**src/rtl/qspi_mem_responder.sv**
```systemverilog
// qspi_mem_responder: FemtoRV32 memory bus to Quad-SPI bridge for a shared bus
// carrying an SPI flash (read-only, addr[24]=0) and a QSPI PSRAM (addr[24]=1).
// Each request becomes CMD -> ADDR -> [DUMMY] -> DATA, with SCK = clk/2.
// Optional feature macro: QSPI_FLASH_CONT_READ_EN. When defined, flash stays
// selected after a read so that a sequential flash read streams data directly.
module qspi_mem_responder #(
   parameter int FLASH_DUMMY = 6,
   parameter int RAM_DUMMY   = 6,
   parameter int ADDR_WIDTH  = 28
) (
   input  logic                  clk,
   input  logic                  resetn,
   input  logic [ADDR_WIDTH-1:0] mem_addr,
   input  logic [31:0]           mem_wdata,
   input  logic [1:0]            mem_write_n,
   input  logic [1:0]            mem_read_n,
   output logic [31:0]           mem_rdata,
   output logic                  mem_ready,
   output logic                  spi_clk_out,
   output logic                  spi_flash_cs_n,
   output logic                  spi_ram_cs_n,
   input  logic [3:0]            spi_data_in,
   output logic [3:0]            spi_data_out,
   output logic [3:0]            spi_data_oe
);

   typedef enum logic [2:0] {
      S_IDLE, S_CMD, S_ADDR, S_DUMMY, S_DATA, S_DONE, S_GAP
   } state_t;

   localparam logic [7:0] FD = 8'(FLASH_DUMMY);
   localparam logic [7:0] RD = 8'(RAM_DUMMY);

   state_t      state_q, state_d;
   logic [7:0]  cnt_q, cnt_d;      // SCK index inside the current phase
   logic        ph_q, ph_d;        // 0: SCK low, 1: SCK high
   logic [23:0] addr_q, addr_d;    // device address
   logic        dev_q, dev_d;      // 1 = PSRAM
   logic        wr_q, wr_d;
   logic [2:0]  nb_q, nb_d;        // byte count 1/2/4
   logic [31:0] wdata_q, wdata_d;
   logic [31:0] rbuf_q, rbuf_d;    // assembles read bytes during DATA
   logic [31:0] rdata_q, rdata_d;  // visible read data, updated on completion
   logic        cont_q, cont_d;    // flash left selected after a read
`ifdef QSPI_FLASH_CONT_READ_EN
   logic [23:0] nxt_q, nxt_d;      // address that continues the open flash stream
`endif

   logic        rd_req, req, oor;
   logic [1:0]  req_sz;
   logic [2:0]  req_nb;
   logic [7:0]  dlen, last;
   logic [4:0]  nib_idx;
   logic [7:0]  cmd;

   assign rd_req  = (mem_read_n != 2'b11);
   assign req     = rd_req || (mem_write_n != 2'b11);
   assign req_sz  = rd_req ? mem_read_n : mem_write_n;
   assign req_nb  = (req_sz == 2'b00) ? 3'd1 : (req_sz == 2'b01) ? 3'd2 : 3'd4;
   assign oor     = |mem_addr[ADDR_WIDTH-1:25];
   assign dlen    = dev_q ? RD : FD;
   // byte cnt/2 lives at bit 8*(cnt/2); even SCK carries the high nibble
   assign nib_idx = {cnt_q[2:1], ~cnt_q[0], 2'b00};
   assign cmd     = wr_q ? 8'h38 : 8'hEB;

   // last SCK index of the current SPI phase
   always_comb begin
      case (state_q)
         S_CMD:   last = 8'd7;
         S_ADDR:  last = 8'd5;
         S_DUMMY: last = dlen - 8'd1;
         default: last = {4'd0, nb_q, 1'b0} - 8'd1;
      endcase
   end

   // state register and datapath registers
   always_ff @(posedge clk) begin
      if (!resetn) begin
         state_q <= S_IDLE;
         cnt_q   <= '0;
         ph_q    <= 1'b0;
         addr_q  <= '0;
         dev_q   <= 1'b0;
         wr_q    <= 1'b0;
         nb_q    <= 3'd1;
         wdata_q <= '0;
         rbuf_q  <= '0;
         rdata_q <= '0;
         cont_q  <= 1'b0;
`ifdef QSPI_FLASH_CONT_READ_EN
         nxt_q   <= '0;
`endif
      end else begin
         state_q <= state_d;
         cnt_q   <= cnt_d;
         ph_q    <= ph_d;
         addr_q  <= addr_d;
         dev_q   <= dev_d;
         wr_q    <= wr_d;
         nb_q    <= nb_d;
         wdata_q <= wdata_d;
         rbuf_q  <= rbuf_d;
         rdata_q <= rdata_d;
         cont_q  <= cont_d;
`ifdef QSPI_FLASH_CONT_READ_EN
         nxt_q   <= nxt_d;
`endif
      end
   end

   // next-state: request acceptance, SCK phase sequencing, read capture
   always_comb begin
      state_d = state_q;
      cnt_d   = cnt_q;
      ph_d    = ph_q;
      addr_d  = addr_q;
      dev_d   = dev_q;
      wr_d    = wr_q;
      nb_d    = nb_q;
      wdata_d = wdata_q;
      rbuf_d  = rbuf_q;
      rdata_d = rdata_q;
      cont_d  = cont_q;
`ifdef QSPI_FLASH_CONT_READ_EN
      nxt_d   = nxt_q;
`endif
      case (state_q)
         S_IDLE: begin
            if (req) begin
               addr_d  = mem_addr[23:0];
               dev_d   = mem_addr[24];
               wr_d    = !rd_req;
               nb_d    = req_nb;
               wdata_d = mem_wdata;
               rbuf_d  = '0;
               cnt_d   = '0;
               ph_d    = 1'b0;
               // out-of-range or flash write: complete without touching the bus
               if (oor || (!rd_req && !mem_addr[24])) begin
                  state_d = S_DONE;
                  cont_d  = 1'b0;
                  rdata_d = '0;
               end
`ifdef QSPI_FLASH_CONT_READ_EN
               else if (cont_q && rd_req && !mem_addr[24] && (mem_addr[23:0] == nxt_q)) begin
                  state_d = S_DATA;
               end else if (cont_q) begin
                  state_d = S_GAP;
                  cont_d  = 1'b0;
               end
`endif
               else begin
                  state_d = S_CMD;
               end
            end
         end
         S_GAP: begin
            // two clk of flash CS high before restarting a full transaction
            if (cnt_q[0]) begin
               cnt_d   = '0;
               state_d = S_CMD;
            end else begin
               cnt_d = cnt_q + 8'd1;
            end
         end
         S_CMD, S_ADDR, S_DUMMY, S_DATA: begin
            ph_d = ~ph_q;
            if (ph_q) begin
               if (state_q == S_DATA && !wr_q) rbuf_d[nib_idx +: 4] = spi_data_in;
               cnt_d = cnt_q + 8'd1;
               if (cnt_q == last) begin
                  cnt_d = '0;
                  case (state_q)
                     S_CMD:   state_d = S_ADDR;
                     S_ADDR:  state_d = (!wr_q && dlen != 8'd0) ? S_DUMMY : S_DATA;
                     S_DUMMY: state_d = S_DATA;
                     default: begin
                        state_d = S_DONE;
                        rdata_d = wr_q ? 32'd0 : rbuf_d;
`ifdef QSPI_FLASH_CONT_READ_EN
                        cont_d  = !wr_q && !dev_q;
                        nxt_d   = addr_q + 24'(nb_q);
`endif
                     end
                  endcase
               end
            end
         end
         default: state_d = S_IDLE;
      endcase
   end

   // pin decode from registered state
   always_comb begin
      spi_clk_out    = 1'b0;
      spi_data_out   = 4'h0;
      spi_data_oe    = 4'h0;
      spi_flash_cs_n = !cont_q;
      spi_ram_cs_n   = 1'b1;
      case (state_q)
         S_CMD, S_ADDR, S_DUMMY, S_DATA: begin
            spi_clk_out    = ph_q;
            spi_flash_cs_n = dev_q;
            spi_ram_cs_n   = !dev_q;
         end
         default: ;
      endcase
      case (state_q)
         S_CMD: begin
            spi_data_oe  = 4'b0001;
            spi_data_out = {3'b000, cmd[3'd7 - cnt_q[2:0]]};
         end
         S_ADDR: begin
            spi_data_oe  = 4'hF;
            spi_data_out = addr_q[5'd20 - {cnt_q[2:0], 2'b00} +: 4];
         end
         S_DUMMY: begin
            // flash mode byte 0xFF keeps continuous-read mode off
            if (!dev_q && cnt_q < 8'd2) begin
               spi_data_oe  = 4'hF;
               spi_data_out = 4'hF;
            end
         end
         S_DATA: begin
            if (wr_q) begin
               spi_data_oe  = 4'hF;
               spi_data_out = wdata_q[nib_idx +: 4];
            end
         end
         default: ;
      endcase
   end

   assign mem_ready = (state_q == S_DONE);
   assign mem_rdata = rdata_q;

endmodule
```
**config.mk**
```make
export PLATFORM = sky130hd
export DESIGN_NAME = qspi_mem_responder
export DESIGN_NICKNAME = d
export VERILOG_FILES = /design/src/rtl/qspi_mem_responder.sv
export SDC_FILE = /design/constraint.sdc
export NUM_CORES = 1
export LEC_CHECK = 0
export CELL_PAD_IN_SITES_DETAIL_PLACEMENT = 1
export CELL_PAD_IN_SITES_GLOBAL_PLACEMENT = 2
export CORE_MARGIN = 2
export CORE_UTILIZATION = 33
export DETAILED_ROUTE_END_ITERATION = 10
export MAX_ROUTING_LAYER = met4
export PLACE_DENSITY_LB_ADDON = 0.08
export SLEW_MARGIN = 40
export SYNTH_ARGS = -nofsm -noshare
export SYNTH_HDL_FRONTEND = slang
export SYNTH_SLANG_ARGS = --single-unit
```
**constraint.sdc**
```tcl
create_clock -name clk -period 4.9 [get_ports clk]
set_clock_uncertainty 0.1 [all_clocks]
set_input_delay 0.49 -clock clk [delete_from_list [all_inputs] [get_ports clk]]
set_output_delay 0.49 -clock clk [all_outputs]
set_load 0.02 [all_outputs]
```
* Yosys cells after proc, flatten, opt, wreduce, memory -nomap -nowiden
Cells that the tools add are included.
Word-level totals: bits in writable memories 0, output and inout port bits 44, input bits 70, memory bits (read-only) 0, memories 0, register bits after elaboration 137, bits in latches 0
Operators by class: bitwise operators 2, shifts and indexed selects 4, reductions and logical operators 23, muxes and demuxes 42, $add $sub $neg 5, eq/ne operators 16, multipliers 0, divide/modulo/power cells 0, magnitude comparators 2
Operator list (number):
- $mux W32 | 9
- $pmux W32 S2 | 2
- $mux W8 | 5
- $bwmux W32 | 1
- $pmux W4 S4 | 2
- $shift A4 B7 Y32 const A | 1
- $shiftx A32 B6 Y4 | 1
- $shiftx A4 B7 Y32 | 1
- $mux W3 | 8
- $pmux W8 S3 | 1
- $shiftx A24 B6 Y4 | 1
- $pmux W3 S3 | 2
- $ne A2 B2 Y1 const B | 8
- $pmux W8 S2 | 1
- $mux W4 | 3
- $eq A3 B3 Y1 const B | 3
- $add A8 B1 Y8 const B | 1
- $eq A8 B8 Y1 | 1
- $lt A8 B2 Y1 const B | 1
- $neg A5 Y7 | 1
- $eq A3 B2 Y1 const B | 2
- $reduce_and A3 Y1 | 2
- $reduce_and A6 Y1 | 1
- $reduce_or A3 Y1 | 2
- 22 further kinds | 34

* Longest topological paths before layout
word-level depth 10, gate-level depth with buffers 11

* Worst setup path before layout
OpenSTA, ideal clock, no wires.
path kind reg-to-output, start register cnt_q[1], end output spi_data_out[2], slack 1800 ps, data arrival time 2510 ps, required time 4310 ps, stages on the path, launching flop included 9, path buffers 2, cells stage by stage dfxtp_1 -> clkbuf_1 -> clkbuf_1 -> inv_1 -> ha_1 -> or2_2 -> nor2_1 -> a21oi_1 -> o221ai_1
On the way: cells in the longest elaborated chain, start to end 4, elaborated cells on any way between the ends 8, those cells by class 1 x add/sub; 1 x order compare; 2 x shift; 3 x mux; 1 x reduce/logical
RTL lines:
- from (decl) | RTL line 35 | logic [7:0] cnt_q, cnt_d;
- from (signal assigned) | RTL line 95 | cnt_q <= cnt_d;
- parallel branches: the longest is 3 deep, another holds $sub A5 B5 Y5
- $pmux W4 S4 (*) | RTL line 208 | case (state_q)
- to (decl) | RTL line 23 | output logic [3:0] spi_data_out,
Mark *: on every way between the ends.

* Worst setup path after layout
start register cnt_q[2], end output spi_data_out[3]
The elaborated chain is that of the path after synthesis.

==> metrics <==
count of hold buffers inserted by post-cts repair=0; clock insertion delay at the later pin of the skew report=approximately 0.42 ns; Leak=3.16 nW; number of cells upsized or downsized after cts=0; sequential standard cell area=roughly 2700 um2; number of buffers inserted by post-CTS setup repair=0; count of nets after finishing=~1000; leading register cell type out of synthesis=sky130_fd_sc_hd__dfxtp_1; Core Area=19700 um2; total power divided by cell area=495 nW/um2; drt wl/cell=17.9 um; number of enable-type register cells in the synthesized netlist=0; post-route cell area=between 8000 and 9000 um2; residual DRC count=0; largest fanout on the critical path=15; worst relative slew slack=0.504; Setup crit end kind=primary output; Net Count, Synth=around 910; Site Rows=51; number of max-cap violations=0; fill cell count=about 2400; antenna diode count=0; most frequent cells after synthesis=sky130_fd_sc_hd__nand2_1 (181), sky130_fd_sc_hd__dfxtp_1 (137), sky130_fd_sc_hd__a21oi_1 (80); Ys Warns=0; Area Overhead vs Synth=28.3%; final WL=21.2 mm; fraction of registers with async set or reset after synthesis=0; top-area cell type share of the netlist area=0.412; clock root cell=sky130_fd_sc_hd__clkbuf_16; maximum number of pins on one net before global-route repair=66; die span in x=146 um; cell type with the highest aggregate area in the netlist=sky130_fd_sc_hd__dfxtp_1; vias after detailed routing=6236; combined global-route utilization of all metal layers=0.211; Setup Crit Path Kind=flop to primary output; DRT antenna net count=0; number of port buffers=between 100 and 150; io pins=114; Min Clock Period, post-route=3.68 ns; total of endpoints with negative setup slack in the final report=0; setup repair after global routing missed its margin=no; timing-limited maximum frequency=272 MHz; clock slew seen by the registers of the worst setup and hold paths=0.06 ns; Iter 0 DRT Violations=~230; top cells by area in the synthesized netlist=sky130_fd_sc_hd__dfxtp_1 (41%), sky130_fd_sc_hd__nand2_1 (10%), sky130_fd_sc_hd__mux2i_1 (7.1%), sky130_fd_sc_hd__a21oi_1 (6.0%), sky130_fd_sc_hd__nor2_1 (3.3%); post-detailed-placement cell area=7970 um2; number of flip-flops and latches in the synthesized netlist=~140; required time of the critical path=4.31 ns; count of endpoints failing hold in the final timing report=0; Distinct cells, synth=63; area of combinational cells with multiple inputs=3680 um2; share of cells above drive strength 1=0.0748; slew at the pin closest to its max-slew limit=~0.74 ns; buffers from clock root to sink, at most=2; setup total negative slack=0 ns; result of the run=finished, final reports clean; CP Launch Type=flop; mean number of vias per cell=5.25; Pre-Repair DR Iteration Count=4; initial antenna violation count=0; TritonCTS buffer count=17; initial core utilization=0.339; Worst VDD drop=0.259 mV; gate count of the mapped netlist=between 800 and 900; proportion of synthesized chip area in sequential cells=0.412; HPWL after DPL=approximately 15 mm; syn_area_per_cell=about 8.1 um2; number of clock sinks=around 140; maximum level of the CTS H-tree=4; final weighted congestion of routability-driven global placement=0.871; most numerous cell in the Yosys netlist=sky130_fd_sc_hd__nand2_1; Tcrit/Tclk final=0.750; Data arrival, critical path=3.09 ns; die extent in y=146 um; core utilization of the finished layout=0.435; Cell Area, Synth=between 6000 and 7000 um2; worst hold-check path type=flop to flop; number of global-route vias before repair=around 6600; total die area=21300 um2; global-route wire length before repair=34.9 mm; fin. max-slew vios=0; CTS tree=built; total global routing overflow=0
## worst paths after layout
| check | start | endpoint | slack [ns] | depth (start not counted) |
|---|---|---|---|---|
| setup reg to reg | state_q[2] | mem_rdata[23] | 1.51 | 6 |
| hold / removal | mem_rdata[21] | mem_rdata[21] | 0.35 | 2 |
| hold reg to reg | mem_rdata[21] | mem_rdata[21] | 0.35 | 2 |
| setup / recovery | cnt_q[2] | spi_data_out[3] | 1.22 | 7 |
## per-layer routing
| metal | wire [um] | track usage |
|---|---|---|
| met3 | 713 | 0.0328 |
| met2 | 10800 | 0.369 |
| met4 | 372 | 0.0757 |
| met5 | 0 | - |
| met1 | 9310 | 0.246 |
## layout by cell type, fill, tap and decap left out, types with 4 or more instances in the layout
cell                              Yosys  routed
sky130_fd_sc_hd__or2_2                5       5
sky130_fd_sc_hd__mux4_2               8       8
sky130_fd_sc_hd__a21oi_1             80      80
sky130_fd_sc_hd__mux2i_1             47      47
sky130_fd_sc_hd__nand3_1             41      41
sky130_fd_sc_hd__nor2_1              58      58
sky130_fd_sc_hd__nand2_1            181     180
sky130_fd_sc_hd__nor3_1              12      12
sky130_fd_sc_hd__dfxtp_1            137     137
sky130_fd_sc_hd__and3_1              12      12
sky130_fd_sc_hd__o21ai_0             38      38
sky130_fd_sc_hd__clkbuf_16            0      17
sky130_fd_sc_hd__o21a_1              26      26
sky130_fd_sc_hd__o211ai_1             4       4
sky130_fd_sc_hd__clkdlybuf4s50_1      0     113
sky130_fd_sc_hd__buf_4                2       9
sky130_fd_sc_hd__xnor2_1              4       4
sky130_fd_sc_hd__a211oi_1             5       4
sky130_fd_sc_hd__ha_1                 9       9
sky130_fd_sc_hd__and2_1              11      10
sky130_fd_sc_hd__nand2b_1             9       9
sky130_fd_sc_hd__a22oi_1              8       8
sky130_fd_sc_hd__inv_1                7       6
sky130_fd_sc_hd__nor2b_1              4       4
sky130_fd_sc_hd__nand4_1              5       5
sky130_fd_sc_hd__clkinvlp_4           0       4
sky130_fd_sc_hd__or3_1               12      12
## worst max-delay path: stages, from the launching register on
cell and delay (ns):
sky130_fd_sc_hd__dfxtp_1 0.63, sky130_fd_sc_hd__inv_1 0.23, sky130_fd_sc_hd__ha_1 0.41, sky130_fd_sc_hd__or2_2 0.34, sky130_fd_sc_hd__o21ai_0 0.19, sky130_fd_sc_hd__nand2_1 0.09, sky130_fd_sc_hd__o211ai_1 0.12, sky130_fd_sc_hd__clkdlybuf4s50_1 0.65
## kinds of logic (layout without fill, tap and decap cells)
logic type      count (synthesis)  after routing  share of synthesized area
compound gates                191            191                      0.179
mux                            57             57                      0.101
simple gates                  362            362                      0.245
buf+inv                        67            162                     0.0409
xor+xnor                        4              4                    0.00526
flops                         137            137                      0.412
fa+ha+maj                       9              9                     0.0169
## layout make-up
type                    instances  share of cell area
flip-flops and latches        137               0.321
multi-input cells             623               0.430
well taps                     265              0.0388
clock inverters                14              0.0155
repair buffers                122               0.140
inverters                       8             0.00351
clock buffers                  18              0.0514
## report_power, final
group	leakage, nW	switching (mW)	internal (mW)
combinational	1.78	1.06	0.542
clock	0.268	0.554	0.681
sequential	1.12	0.140	1.26
## through the flow
stage	hold slack (ns)	cells	setup WS, ns	power (mW)
final	0.350	1187	1.22	4.24
after CTS	0.359	1187	1.20	4.29
after global routing	0.373	1187	0.978	4.53
after global placement	0.336	1155	1.76	2.98
after floorplan	0.333	827	1.80	2.49
after detailed placement	0.346	1155	1.51	3.04
## state kept, by name, indices dropped and copies added (netlist names)
register / cells
wdata_q: 32
addr_q: 24
dev_q: 1
rbuf_q: 32
nb_q: 3
mem_rdata: 32
state_q: 3
cnt_q: 8
wr_q: 1
ph_q: 1
No activity file was read; power rests on OpenSTA's default activity.
